<file path="config.mk">
export PLATFORM = sky130hd
export DESIGN_NAME = corelet_sched
export DESIGN_NICKNAME = d
export VERILOG_FILES = /design/src/rtl/corelet_sched.sv
export SDC_FILE = /design/constraint.sdc
export NUM_CORES = 1
export LEC_CHECK = 0
export BUFFER_PORTS_ARGS = -buffer_cell sky130_fd_sc_hd__buf_2
export CORE_MARGIN = 2
export CORE_UTILIZATION = 25
export CTS_CLUSTER_SIZE = 10
export DETAILED_ROUTE_END_ITERATION = 8
export GPL_TIMING_DRIVEN = 0
export PLACE_DENSITY = 0.46
export SETUP_SLACK_MARGIN = 0.05
export SKIP_CTS_REPAIR_TIMING = 1
export SLEW_MARGIN = 20
export SYNTH_ARGS = -nofsm -noshare
export SYNTH_HDL_FRONTEND = slang
export SYNTH_SLANG_ARGS = --single-unit
</file>
<file path="constraint.sdc">
create_clock -name clk -period 6.7 [get_ports clk]
set_input_delay 1.675 -clock clk [delete_from_list [all_inputs] [get_ports clk]]
set_output_delay 1.675 -clock clk [all_outputs]
set_load 0.005 [all_outputs]
</file>
<file path="src/rtl/corelet_sched.sv">
// corelet_sched: one-tile sequencer for the corelet (weight fill/load, activation run, OFIFO drain).
// Define CORELET_SCHED_PERF_EN to add the stall_cnt_o performance counter.
module corelet_sched #(
    parameter int row    = 16,
    parameter int col    = 8,
    parameter int addr_w = 11,
    parameter int len_w  = 8,
    parameter int prop   = row + col
) (
    input  logic              clk,
    input  logic              rst_n,
    input  logic              start_i,
    input  logic              abort_i,
    input  logic [addr_w-1:0] k_base_i,
    input  logic [addr_w-1:0] a_base_i,
    input  logic [addr_w-1:0] p_base_i,
    input  logic [len_w-1:0]  n_act_i,
    input  logic              l0_full_i,
    input  logic              l0_ready_i,
    input  logic              ofifo_valid_i,
    output logic              wsram_ren_o,
    output logic              asram_ren_o,
    output logic [addr_w-1:0] sram_addr_o,
    output logic              l0_wr_o,
    output logic              l0_rd_o,
    output logic [1:0]        inst_w_o,
    output logic              ofifo_rd_o,
    output logic              psram_wen_o,
    output logic [addr_w-1:0] psram_addr_o,
    output logic              busy_o,
    output logic              done_o
`ifdef CORELET_SCHED_PERF_EN
   ,output logic [31:0]       stall_cnt_o
`endif
);
    typedef enum logic [2:0] {IDLE, K_FILL, K_LOAD, K_WAIT, A_RUN, DRAIN, DONE} state_t;

    localparam logic [len_w-1:0] col_n     = len_w'(col);
    localparam logic [len_w-1:0] wait_last = len_w'(prop - 1);

    state_t            state_q, state_d;
    logic [len_w-1:0]  cnt_q, cnt_d, pop_q, pop_d, k_q, k_d, n_q, n_d;
    logic [addr_w-1:0] kb_q, kb_d, ab_q, ab_d, pb_q, pb_d;
    logic [addr_w-1:0] sram_addr_q, sram_addr_d, psram_addr_q, psram_addr_d;
    logic              wsram_ren_q, wsram_ren_d, asram_ren_q, asram_ren_d;
    logic              l0_wr_q, l0_wr_d, l0_rd_q, l0_rd_d, ofifo_rd_q, ofifo_rd_d;
    logic              psram_wen_q, psram_wen_d, busy_q, busy_d, done_q, done_d;
    logic [1:0]        inst_w_q, inst_w_d;

    always_comb begin
        state_d      = state_q;
        cnt_d        = cnt_q;
        pop_d        = pop_q;
        k_d          = k_q;
        n_d          = n_q;
        kb_d         = kb_q;
        ab_d         = ab_q;
        pb_d         = pb_q;
        wsram_ren_d  = 1'b0;
        asram_ren_d  = 1'b0;
        sram_addr_d  = sram_addr_q;
        l0_wr_d      = wsram_ren_q | asram_ren_q;
        l0_rd_d      = 1'b0;
        inst_w_d     = 2'b00;
        ofifo_rd_d   = 1'b0;
        psram_wen_d  = 1'b0;
        psram_addr_d = psram_addr_q;
        done_d       = 1'b0;
        // OFIFO drain overlaps the activation run and continues in DRAIN
        if (state_q == A_RUN || state_q == DRAIN) begin
            ofifo_rd_d = ofifo_valid_i;
            if (ofifo_rd_q) begin
                psram_wen_d  = 1'b1;
                psram_addr_d = pb_q + addr_w'(k_q);
                k_d          = k_q + 1'b1;
            end
        end
        case (state_q)
            IDLE: if (start_i) begin
                kb_d = k_base_i;
                ab_d = a_base_i;
                pb_d = p_base_i;
                n_d  = n_act_i;
                if (n_act_i == '0) begin
                    state_d = DONE;
                end else begin
                    state_d     = K_FILL;
                    wsram_ren_d = !l0_full_i;
                    sram_addr_d = l0_full_i ? sram_addr_q : k_base_i;
                    cnt_d       = l0_full_i ? '0 : len_w'(1);
                end
            end
            K_FILL: if (cnt_q != col_n) begin
                wsram_ren_d = !l0_full_i;
                sram_addr_d = l0_full_i ? sram_addr_q : kb_q + addr_w'(cnt_q);
                cnt_d       = l0_full_i ? cnt_q : cnt_q + 1'b1;
            end else if (!wsram_ren_q) begin
                state_d = K_LOAD;
                cnt_d   = '0;
            end
            K_LOAD: if (pop_q != col_n) begin
                l0_rd_d  = l0_ready_i;
                inst_w_d = l0_ready_i ? 2'b01 : 2'b00;
                pop_d    = pop_q + len_w'(l0_ready_i);
            end else begin
                state_d = K_WAIT;
                pop_d   = '0;
            end
            K_WAIT: begin
                cnt_d   = (cnt_q == wait_last) ? '0 : cnt_q + 1'b1;
                state_d = (cnt_q == wait_last) ? A_RUN : K_WAIT;
            end
            A_RUN: begin
                if (cnt_q != n_q && !l0_full_i) begin
                    asram_ren_d = 1'b1;
                    sram_addr_d = ab_q + addr_w'(cnt_q);
                    cnt_d       = cnt_q + 1'b1;
                end
                if (pop_q != n_q) begin
                    l0_rd_d  = l0_ready_i;
                    inst_w_d = l0_ready_i ? 2'b10 : 2'b00;
                    pop_d    = pop_q + len_w'(l0_ready_i);
                end else begin
                    state_d = DRAIN;
                end
            end
            DRAIN: state_d = (k_q == n_q) ? DONE : DRAIN;
            DONE: begin
                done_d  = 1'b1;
                state_d = IDLE;
                cnt_d   = '0;
                pop_d   = '0;
                k_d     = '0;
            end
            default: state_d = IDLE;
        endcase
        // abort discards any read still in flight, so its L0 write is dropped too
        if (abort_i) begin
            state_d      = IDLE;
            cnt_d        = '0;
            pop_d        = '0;
            k_d          = '0;
            wsram_ren_d  = 1'b0;
            asram_ren_d  = 1'b0;
            sram_addr_d  = '0;
            l0_wr_d      = 1'b0;
            l0_rd_d      = 1'b0;
            inst_w_d     = 2'b00;
            ofifo_rd_d   = 1'b0;
            psram_wen_d  = 1'b0;
            psram_addr_d = '0;
            done_d       = 1'b0;
        end
        busy_d = (state_d != IDLE) || done_d;
    end

    always_ff @(posedge clk or negedge rst_n) begin
        if (!rst_n) begin
            state_q      <= IDLE;
            cnt_q        <= '0;
            pop_q        <= '0;
            k_q          <= '0;
            n_q          <= '0;
            kb_q         <= '0;
            ab_q         <= '0;
            pb_q         <= '0;
            wsram_ren_q  <= 1'b0;
            asram_ren_q  <= 1'b0;
            sram_addr_q  <= '0;
            l0_wr_q      <= 1'b0;
            l0_rd_q      <= 1'b0;
            inst_w_q     <= 2'b00;
            ofifo_rd_q   <= 1'b0;
            psram_wen_q  <= 1'b0;
            psram_addr_q <= '0;
            busy_q       <= 1'b0;
            done_q       <= 1'b0;
        end else begin
            state_q      <= state_d;
            cnt_q        <= cnt_d;
            pop_q        <= pop_d;
            k_q          <= k_d;
            n_q          <= n_d;
            kb_q         <= kb_d;
            ab_q         <= ab_d;
            pb_q         <= pb_d;
            wsram_ren_q  <= wsram_ren_d;
            asram_ren_q  <= asram_ren_d;
            sram_addr_q  <= sram_addr_d;
            l0_wr_q      <= l0_wr_d;
            l0_rd_q      <= l0_rd_d;
            inst_w_q     <= inst_w_d;
            ofifo_rd_q   <= ofifo_rd_d;
            psram_wen_q  <= psram_wen_d;
            psram_addr_q <= psram_addr_d;
            busy_q       <= busy_d;
            done_q       <= done_d;
        end
    end

    assign wsram_ren_o  = wsram_ren_q;
    assign asram_ren_o  = asram_ren_q;
    assign sram_addr_o  = sram_addr_q;
    assign l0_wr_o      = l0_wr_q;
    assign l0_rd_o      = l0_rd_q;
    assign inst_w_o     = inst_w_q;
    assign ofifo_rd_o   = ofifo_rd_q;
    assign psram_wen_o  = psram_wen_q;
    assign psram_addr_o = psram_addr_q;
    assign busy_o       = busy_q;
    assign done_o       = done_q;

`ifdef CORELET_SCHED_PERF_EN
    logic [31:0] stall_q, stall_d;
    logic        stall;

    // DRAIN only stalls while psums are still owed beyond the read already in flight
    always_comb begin
        stall   = (l0_full_i && ((state_q == K_FILL && cnt_q != col_n) || (state_q == A_RUN && cnt_q != n_q)))
               || (state_q == DRAIN && !ofifo_valid_i && (k_q + len_w'(ofifo_rd_q)) != n_q);
        stall_d = (state_q == IDLE && start_i && !abort_i) ? '0 : stall_q + 32'(stall && ~&stall_q);
    end

    always_ff @(posedge clk or negedge rst_n) begin
        if (!rst_n) stall_q <= '0;
        else        stall_q <= stall_d;
    end

    assign stall_cnt_o = stall_q;
`endif
endmodule
</file>
==> impl_metrics.env, run 1 <==
export IMPL_run_status="complete, no violations"
export IMPL_areaGrowthSynthToFinish_pct=19.24
export IMPL_layout_drive_gt1_share_pct=24.56
export IMPL_grt_pass1_vias=4746
export IMPL_min_period_ns=3.872
export IMPL_holdPathStages=2
export IMPL_io_pins=80
export IMPL_routabilityCongestion=0.8353
export IMPL_synth_area_top_cells="dfrtp_1 (42%), mux2_2 (7.8%), xnor2_1 (5.6%)"
export IMPL_core_um2=23330
export IMPL_setup_violations=0
export IMPL_syn_nets=665
export IMPL_dieHeight_um=157.5
export IMPL_synth_compound_area_share_pct=14.84
export IMPL_cp_max_fo=10
export IMPL_leakagePower_uw=0.003019
export IMPL_cts_made_buffers=9
export IMPL_drt_initial_drc_count=256
export IMPL_antenna_found_initial=0
export IMPL_die_w_um=157.5
export IMPL_drc=0
export IMPL_synth_simple_gate_area_share_pct=18.26
export IMPL_wirelength_um=16750
export IMPL_grt_max_degree=73
export IMPL_cts_tree="done"
export IMPL_fin_setup_tns_ns=0
export IMPL_ys_seq_elements=100
export IMPL_ant_nets=0
export IMPL_start_kind="register"
export IMPL_syn_avg_cell_area_um2=9.955
export IMPL_relSlewSlack_pct=44.26
export IMPL_clk_pin_slew_ns=0.08
export IMPL_wl_per_cell_um=16.63
export IMPL_rsz0062_at_grt="false"
export IMPL_grt_overflow=0
export IMPL_num_rows=56
export IMPL_total_power_uw=1545
export IMPL_fin_nets=756
export IMPL_hold_worst_slack_ns=0.5022
export IMPL_path_buf_inv=3
export IMPL_num_vias=4701
export IMPL_maxCapViolations=0
export IMPL_fin_ws_ns=2.828
export IMPL_path_cells="buf_2 -> or3b_1 -> buf_2 -> clkbuf_1 -> nand2_1 -> nand2_1 -> ha_1 -> fa_1 -> a211o_1 -> a21o_1 -> a2111oi_4 -> or3_1 -> nand3_1 -> a311oi_1"
export IMPL_crit_arrival_ns=4.12
export IMPL_crit_path_end_kind="register"
export IMPL_power_density_nw_per_um2=219.8
export IMPL_h_tree_depth=3
export IMPL_port_buffers=79
export IMPL_syn_inst=592
export IMPL_synth_top_family_by_area="simple AND/OR/NAND/NOR gates"
export IMPL_netlist_area_leader_share_pct=42.46
export IMPL_clkLatencyLatePin_ns=0.36
export IMPL_critPathKind="reg -> reg"
export IMPL_cts_root_buffer="clkbuf_16"
export IMPL_crit_cells=14
export IMPL_final_common_cell="dfrtp_1"
export IMPL_rr_worst_depth=14
export IMPL_synthFlopType="dfrtp_1"
export IMPL_dpl_worst_slack_ns=2.851
export IMPL_synthArstFlopShare_pct=100.0
export IMPL_fin_crit_sh_pct=57.80
export IMPL_antenna_cells=0
export IMPL_dp_final_hpwl_um=12570
export IMPL_synth_area_mux_share_pct=9.703
export IMPL_placedCellCount=991
export IMPL_clkSinkCount=100
export IMPL_layout_common_cells="dfrtp_1 (100), buf_2 (82), nand2_1 (62), nor2_1 (51), mux2_2 (41)"
export IMPL_grt_pass1_wl_um=26840
export IMPL_fin_skew_ns=0.01376
export IMPL_synthAdderAreaFrac_pct=5.563
export IMPL_crit_family="compound AO/OA/AOI/OAI gates"
export IMPL_ys_warn_count=0
export IMPL_cts_root_to_sink_buffers=2
export IMPL_finalNonFillerCells=1007
export IMPL_max_freq_mhz=258.2
export IMPL_netlist_top_cell_by_area="dfrtp_1"
export IMPL_slowest_stage="fa_1"
export IMPL_slew_violations=0
export IMPL_crit_path_max_incr_delay_ns=0.43
export IMPL_dieArea_um2=24820
export IMPL_ir_drop_mv=0.1006
export IMPL_synth_edff_count=0
export IMPL_holdCritPathClass="reg -> reg"
export IMPL_start_util_pct=25.26
export IMPL_synth_cell_area_um2=5893
export IMPL_synth_seq_area_share_pct=42.46
export IMPL_required_ns=6.95
export IMPL_tightest_slew_ns=0.8361
export IMPL_yosysUniqueCellTypes=76
export IMPL_vias_per_cell=4.668
export IMPL_track_usage_pct=14.16
export IMPL_synth_xor_area_share_pct=6.093
export IMPL_firstDrtPassIters=4
export IMPL_timing_hold_violations_final=0
-- cells in the mapped netlist (all sizes together), types with 5 or more instances --
cell     count
dfrtp      100
nand2       63
nor2        55
mux2        41
xnor2       38
o21ai       32
a21oi       29
ha          23
nand3       21
clkbuf      16
inv         15
mux2i       11
a211oi      10
nand2b      10
buf          9
nand4        9
nor3         8
o211ai       7
nor2b        6
o31ai        6
or3          6
a2bb2oi      5
and3         5
-- cells by family (layout without fill, tap and decap cells) --
logic type	after synthesis	after routing
DFF	100	100
buffers and inverters	40	136
AOI/OAI and AO/OA	125	125
adders and majority gates	25	25
and+or+nand+nor	209	209
xor gates and xnor gates	41	41
muxes	52	52
-- report_power, final --
group / leakage (uW) / total [uW] / switching [uW] / internal (uW)
Sequential: 0.00129 / 707 / 52.7 / 654
Clock: 0.000154 / 559 / 262 / 297
Combinational: 0.00158 / 279 / 143 / 136
-- final cells by class --
class,count,area [um^2]
buffer,25,125.1
clock buffer,9,225.2
clock inverter,7,80.08
fill,2485,16310
inverter,15,56.30
multi-input combinational,452,3209
sequential,100,2502
tap,319,399.1
timing repair buffer,80,429.2
-- path summary, 6_finish.rpt --
check / start / endpoint / slack, ns
setup / recovery: state_q[0] / sram_addr_o[8] / 2.83
hold / removal: asram_ren_o / l0_wr_o / 0.50
setup reg to reg: state_q[0] / sram_addr_o[8] / 2.83
hold reg to reg: asram_ren_o / l0_wr_o / 0.50
max in group asynchronous: rst_n / n_q[0] / 4.84
min in group asynchronous: rst_n / ab_q[3] / 1.17
-- through the flow --
step           cell area, um^2  util (%)
2_1_floorplan             5893         -
3_3_place_gp              6688     28.66
3_5_place_dp              6721     28.81
4_1_cts                   7027     30.12
5_1_grt                   7027     30.12
6_report                  7027     30.12
-- worst min-delay path, stage by stage (launching register included) --
cell	delay, ns
dfrtp_1	0.35
nor2_1	0.04
nor2_1	0.08
-- routing by layer --
| layer | up-vias | GRT usage (%) | routed length, um |
|---|---|---|---|
| li1 | 2305 | - | - |
| met1 | 2298 | 20.65 | 8481 |
| met2 | 88 | 21.65 | 7358 |
| met3 | 10 | 2.643 | 748 |
| met4 | 0 | 3.247 | 161 |
| met5 | - | 0 | 0 |
-- registers in the layout, indices dropped and copies added, names as in the netlist, 11 cells and up --
register      cells
ab_q             11
kb_q             11
pb_q             11
psram_addr_o     11
sram_addr_o      11
Note: power is estimated with default switching activity, not from simulation.
==> inputs of run 2 (changes only) <==
--- a/config.mk
+++ b/config.mk
@@ -5,13 +5,14 @@
 export SDC_FILE = /design/constraint.sdc
 export NUM_CORES = 1
 export LEC_CHECK = 0
+export ABC_AREA = 1
 export BUFFER_PORTS_ARGS = -buffer_cell sky130_fd_sc_hd__buf_2
 export CORE_MARGIN = 2
 export CORE_UTILIZATION = 25
 export CTS_CLUSTER_SIZE = 10
 export DETAILED_ROUTE_END_ITERATION = 8
 export GPL_TIMING_DRIVEN = 0
-export PLACE_DENSITY = 0.46
+export PLACE_DENSITY = 0.47
 export SETUP_SLACK_MARGIN = 0.05
 export SKIP_CTS_REPAIR_TIMING = 1
 export SLEW_MARGIN = 20
==> constraint.sdc (replaced) <==
create_clock -name clk -period 3.4 [get_ports clk]
set_input_delay 0.85 -clock clk [delete_from_list [all_inputs] [get_ports clk]]
set_output_delay 0.85 -clock clk [all_outputs]
set_load 0.005 [all_outputs]
==> run 2 against run 1 <==
Critical path depth rose by 1. Sequential power rose by 98%. Maximum frequency rose by 26%. Utilization rose by 0.10 points. Non-clock buffer count fell by 1. Synthesized cell count rose by 41%. Clock-buffer cell count rose by 3. Global-route usage rose by 0.54 points. Sequential share of layout area fell by 0.54 points. Wire length rose by 8.5%. Die area rose by 2.3%. Critical endpoint is now sram_addr_o[6].
==> impl_metrics.env, run 2 <==
export IMPL_total_power_uw=2979
export IMPL_clk_pin_slew_ns=0.07
export IMPL_maxCapViolations=0
export IMPL_yosysUniqueCellTypes=41
export IMPL_netlist_area_leader_share_pct=41.47
export IMPL_relSlewSlack_pct=50.50
export IMPL_cp_max_fo=10
export IMPL_clkLatencyLatePin_ns=0.36
export IMPL_num_rows=56
export IMPL_dieArea_um2=25400
export IMPL_start_util_pct=25.56
export IMPL_areaGrowthSynthToFinish_pct=18.25
export IMPL_rr_startpoint="state_q[0]"
export IMPL_die_w_um=159.4
export IMPL_ant_nets=0
export IMPL_synth_edff_count=0
export IMPL_max_freq_mhz=326.6
export IMPL_p_clk_share_pct=33.9
export IMPL_cts_root_to_sink_buffers=2
export IMPL_clkSinkCount=100
export IMPL_num_vias=5618
export IMPL_min_period_ns=3.062
export IMPL_setup_violations=0
export IMPL_required_ns=3.65
export IMPL_routabilityCongestion=0.8738
export IMPL_cts_root_buffer="clkbuf_16"
export IMPL_syn_nets=910
export IMPL_wl_per_cell_um=14.53
export IMPL_drt_initial_drc_count=408
export IMPL_placedCellCount=1235
export IMPL_ir_drop_mv=0.1899
export IMPL_grt_pass1_wl_um=29750
export IMPL_grt_max_degree=66
export IMPL_start_kind="register"
export IMPL_cts_made_buffers=9
export IMPL_cts_tree="done"
export IMPL_layout_common_cells="nand2_1 (307), dfrtp_1 (100), buf_2 (86), inv_1 (73), nand3_1 (65)"
export IMPL_ys_seq_elements=100
export IMPL_rsz0062_at_grt="false"
export IMPL_h_tree_depth=3
export IMPL_finalNonFillerCells=1250
export IMPL_final_common_cell="nand2_1"
export IMPL_swShare_pct=31.24
export IMPL_slew_violations=0
export IMPL_power_density_nw_per_um2=417.5
export IMPL_fin_nets=1000
export IMPL_syn_avg_cell_area_um2=7.210
export IMPL_run_status="complete, no violations"
export IMPL_synth_area_top_cells="dfrtp_1 (41%), nand2_1 (19%), nand3_1 (5.4%)"
export IMPL_holdCritPathClass="in -> async"
export IMPL_timing_hold_violations_final=0
export IMPL_grt_overflow=0
export IMPL_tightest_slew_ns=0.7426
export IMPL_layout_drive_gt1_share_pct=14.39
export IMPL_track_usage_pct=14.70
export IMPL_fin_crit_sh_pct=90.05
export IMPL_antenna_cells=0
export IMPL_port_buffers=78
export IMPL_comb_power_share_pct=19.2
export IMPL_dieHeight_um=159.4
export IMPL_fin_skew_ns=0.01185
export IMPL_power_switching_uw=930.8
export IMPL_synthArstFlopShare_pct=100.0
export IMPL_seqPwrFrac_pct=46.9
export IMPL_rr_worst_depth=15
export IMPL_critPathKind="reg -> reg"
export IMPL_firstDrtPassIters=5
export IMPL_r2r_slack_ns=0.34
export IMPL_synth_cell_area_um2=6035
export IMPL_intPower_uw=2049
export IMPL_synthFlopType="dfrtp_1"
export IMPL_leakagePower_uw=0.003687
export IMPL_synth_common_cells="nand2_1 (307), dfrtp_1 (100), inv_1 (73)"
export IMPL_io_pins=80
export IMPL_grt_pass1_vias=5599
export IMPL_synth_seq_area_share_pct=41.47
export IMPL_final_util_pct=30.22
export IMPL_drc=0
export IMPL_dp_final_hpwl_um=14320
export IMPL_r2r_end="sram_addr_o[6]"
export IMPL_fin_setup_tns_ns=0
export IMPL_vias_per_cell=4.494
export IMPL_netlist_top_cell_by_area="dfrtp_1"
export IMPL_wirelength_um=18170
export IMPL_ys_warn_count=0
export IMPL_core_um2=23610
export IMPL_crit_path_end_kind="register"
export IMPL_crit_arrival_ns=3.31
export IMPL_syn_inst=837
export IMPL_antenna_found_initial=0
export IMPL_post_synth_top_count_cell="nand2_1"
run 2: critical path, stage by stage (launching register included):
cell     delay, ns
dfrtp_1       0.46
nor2_4        0.20
nand2_4       0.12
buf_2         0.21
buf_1         0.33
nand2_1       0.14
nand2_1       0.07
ha_1          0.22
fa_1          0.42
nand3_1       0.10
nand2_1       0.11
a31oi_1       0.18
xor2_1        0.17
nand2_1       0.08
nand3_2       0.09
nand2_1       0.05
run 2: cell type report:
type	count	area, um^2
sequential	100	2502
timing repair buffer	79	424.2
inverter	81	304.0
buffer	25	127.6
clock inverter	3	21.27
fill	2648	16480
clock buffer	12	256.5
tap	319	399.1
multi-input combinational	631	3100
run 2: worst max-delay path by stage:
stage	start	endpoint	depth (start not counted)	slack, ns
after global placement	rst_n	kb_q[7]	1	0.19
after CTS	state_q[0]	sram_addr_o[6]	15	0.31
after floorplan	state_q[0]	sram_addr_o[6]	15	0.86
final	state_q[0]	sram_addr_o[6]	15	0.34
after global routing	state_q[0]	sram_addr_o[10]	18	0.10
after detailed placement	state_q[0]	sram_addr_o[10]	18	0.35
run 2: metal layers:
layer  GRT usage (%)  share of wire [%]
met5               0                  0
met2           23.06                 45
met1           20.83                 49
met4           4.298                1.7
met3           2.396                3.9
run 2: through the flow:
step                cell area, um^2  hold slack, ns  setup slack, ns
floorplan                      6035          0.4367           0.8603
global placement               6824          0.4579           0.1929
detailed placement             6858          0.4605           0.3544
CTS                            7136          0.3981           0.3130
global route                   7136          0.4118           0.1034
finish                         7136          0.3811           0.3382
run 2: power by group through the flow:
stage | combinational [uW] | clock, uW | sequential, uW
floorplan | 377 | 0 | 1390
global placement | 573 | 0 | 1420
detailed placement | 581 | 0 | 1420
CTS | 584 | 1040 | 1400
global route | 666 | 1080 | 1410
finish | 572 | 1010 | 1400
run 2: kinds of logic (layout without fill, tap and decap cells):
logic type	Yosys count	after routing	synth area share [%]
fa+ha+maj	25	25	5.432
simple gates	481	481	33.73
flops	100	100	41.47
xor+xnor	17	17	2.467
buf+inv	106	200	7.153
compound gates	108	108	9.745
==> inputs of run 3 (changes only) <==
--- a/config.mk
+++ b/config.mk
@@ -8,11 +8,11 @@
 export ABC_AREA = 1
 export BUFFER_PORTS_ARGS = -buffer_cell sky130_fd_sc_hd__buf_2
 export CORE_MARGIN = 2
-export CORE_UTILIZATION = 25
+export CORE_UTILIZATION = 35
 export CTS_CLUSTER_SIZE = 10
 export DETAILED_ROUTE_END_ITERATION = 8
 export GPL_TIMING_DRIVEN = 0
-export PLACE_DENSITY = 0.47
+export PLACE_DENSITY = 0.6
 export SETUP_SLACK_MARGIN = 0.05
 export SKIP_CTS_REPAIR_TIMING = 1
 export SLEW_MARGIN = 20
==> constraint.sdc (replaced) <==
create_clock -name clk -period 2.69 [get_ports clk]
set_input_delay 0.6725 -clock clk [delete_from_list [all_inputs] [get_ports clk]]
set_output_delay 0.6725 -clock clk [all_outputs]
set_load 0.005 [all_outputs]
==> run 3 against run 2 <==
Utilization up 11 points. Die area shrank 28%. First-iteration DRC count decreased by 19%. Sequential power grew 26%. Register-to-register slack worse by 0.09 ns. Worst hold slack got worse by 0.21 ns. Cell count shrank 7.1%. Total power increased by 29%. Maximum frequency up 25%.
==> impl_metrics.env, run 3 (synthesized netlist as in run 2, its figures left out) <==
export IMPL_antenna_cells=0
export IMPL_wl_met3_um=903
export IMPL_min_period_ns=2.441
export IMPL_h_tree_depth=3
export IMPL_vias_per_cell=4.873
export IMPL_clk_pin_slew_ns=0.07
export IMPL_fin_ws_ns=0.2494
export IMPL_firstDrtPassIters=5
export IMPL_dieArea_um2=18310
export IMPL_areaGrowthSynthToFinish_pct=17.91
export IMPL_wirelength_um=16500
export IMPL_core_um2=17060
export IMPL_grt_pass1_vias=5313
export IMPL_placedCellCount=1141
export IMPL_cts_made_buffers=9
export IMPL_clkSinkCount=100
export IMPL_crit_arrival_ns=2.70
export IMPL_routabilityCongestion=0.8952
export IMPL_dpl_worst_slack_ns=-0.2921
export IMPL_start_util_pct=35.38
export IMPL_drc=0
export IMPL_dieHeight_um=135.3
export IMPL_num_vias=5657
export IMPL_cts_root_to_sink_buffers=2
export IMPL_layout_common_cells="nand2_1 (305), dfrtp_1 (98), buf_2 (85), inv_1 (73), nand3_1 (65)"
export IMPL_track_usage_pct=18.91
export IMPL_port_buffers=78
export IMPL_dr_wl_met2_um=7330
export IMPL_rr_worst_depth=14
export IMPL_layout_drive_gt1_share_pct=15.71
export IMPL_setup_violations=0
export IMPL_cts_tree="done"
export IMPL_dp_final_hpwl_um=12850
export IMPL_rsz0062_at_grt="false"
export IMPL_fin_setup_tns_ns=0
export IMPL_num_rows=48
export IMPL_tightest_slew_ns=0.5812
export IMPL_fin_nets=1004
export IMPL_cp_max_fo=19
export IMPL_grt_pass1_wl_um=27110
export IMPL_drt_initial_drc_count=331
export IMPL_run_status="complete, no violations"
export IMPL_critPathKind="reg -> reg"
export IMPL_power_density_nw_per_um2=541.1
export IMPL_holdCritPathClass="in -> async"
export IMPL_leakagePower_uw=0.003723
export IMPL_fin_crit_sh_pct=90.73
export IMPL_route_layer_met1_wl_um=7997
export IMPL_ir_drop_mv=0.3457
export IMPL_finalNonFillerCells=1161
export IMPL_crit_path_end_kind="register"
export IMPL_ant_nets=0
export IMPL_required_ns=2.95
export IMPL_clkLatencyLatePin_ns=0.36
export IMPL_final_common_cell="nand2_1"
export IMPL_die_w_um=135.3
export IMPL_cts_root_buffer="clkbuf_16"
export IMPL_wl_per_cell_um=14.21
export IMPL_io_pins=80
export IMPL_hold_worst_slack_ns=0.1750
export IMPL_grt_overflow=0
export IMPL_timing_hold_violations_final=0
export IMPL_grt_max_degree=73
export IMPL_relSlewSlack_pct=61.25
export IMPL_maxCapViolations=0
export IMPL_start_kind="register"
export IMPL_slew_violations=0
export IMPL_antenna_found_initial=0
export IMPL_max_freq_mhz=409.7
export IMPL_fin_skew_ns=0.008627
export IMPL_highest_layer="met4"
==> run 3: cell types whose count changed in the layout (fill, tap and decap cells not counted), moves of 2 or more <==
cell	before	now
nand2_2	3	5
dfrtp_2	0	2
nand2_1	307	305
dfrtp_1	100	98
buf_4	2	7
==> run 3: area by class of cell <==
| type | instances | area [um^2] |
|---|---|---|
| Inverter | 81 | 304.0 |
| Clock buffer | 10 | 239.0 |
| Multi-Input combinational cell | 631 | 3119 |
| Timing Repair Buffer | 84 | 461.7 |
| Sequential cell | 100 | 2505 |
| Clock inverter | 6 | 71.32 |
| Tap cell | 225 | 281.5 |
| Buffer | 24 | 133.9 |
| Fill cell | 1843 | 9941 |
==> run 3: critical path, cell delays in order, from the launching register on <==
cell and delay (ns):
dfrtp_2 0.44, nor2_4 0.21, nand2_8 0.10, buf_8 0.17
nand2_1 0.06, nand2_1 0.05, ha_2 0.19, fa_2 0.35
nand3_1 0.11, nand2_2 0.09, a31oi_1 0.18, xor2_1 0.16
nand2_1 0.08, nand3_2 0.09, nand2_1 0.04
==> run 3: final timing paths <==
| check | start | end | slack (ns) |
|---|---|---|---|
| max in group asynchronous | rst_n | state_q[0] | 1.87 |
| max | state_q[1] | sram_addr_o[6] | 0.25 |
| max reg2reg | state_q[1] | sram_addr_o[6] | 0.25 |
| min in group clk | ab_q[3] | ab_q[3] | 0.48 |
| min | rst_n | pop_q[3] | 0.17 |
| min reg2reg | ab_q[3] | ab_q[3] | 0.48 |
==> run 3: power by group <==
group,internal (uW),switching (uW)
Sequential,1640,119
Combinational,274,444
Clock,756,612
==> run 3: metal layers <==
layer,track usage (%),up-vias
li1,-,2892
met1,27.01,2596
met2,29.61,151
met3,2.918,18
met4,5.845,0
met5,0,-
==> run 3: stage by stage <==
stage,instance area [um^2],util (%),total power [uW]
floorplan,6035,-,2231
global placement,6706,39.32,2493
detailed placement,6740,39.52,2505
CTS,7051,41.34,3873
global route,7116,41.72,4061
finish,7116,41.72,3850
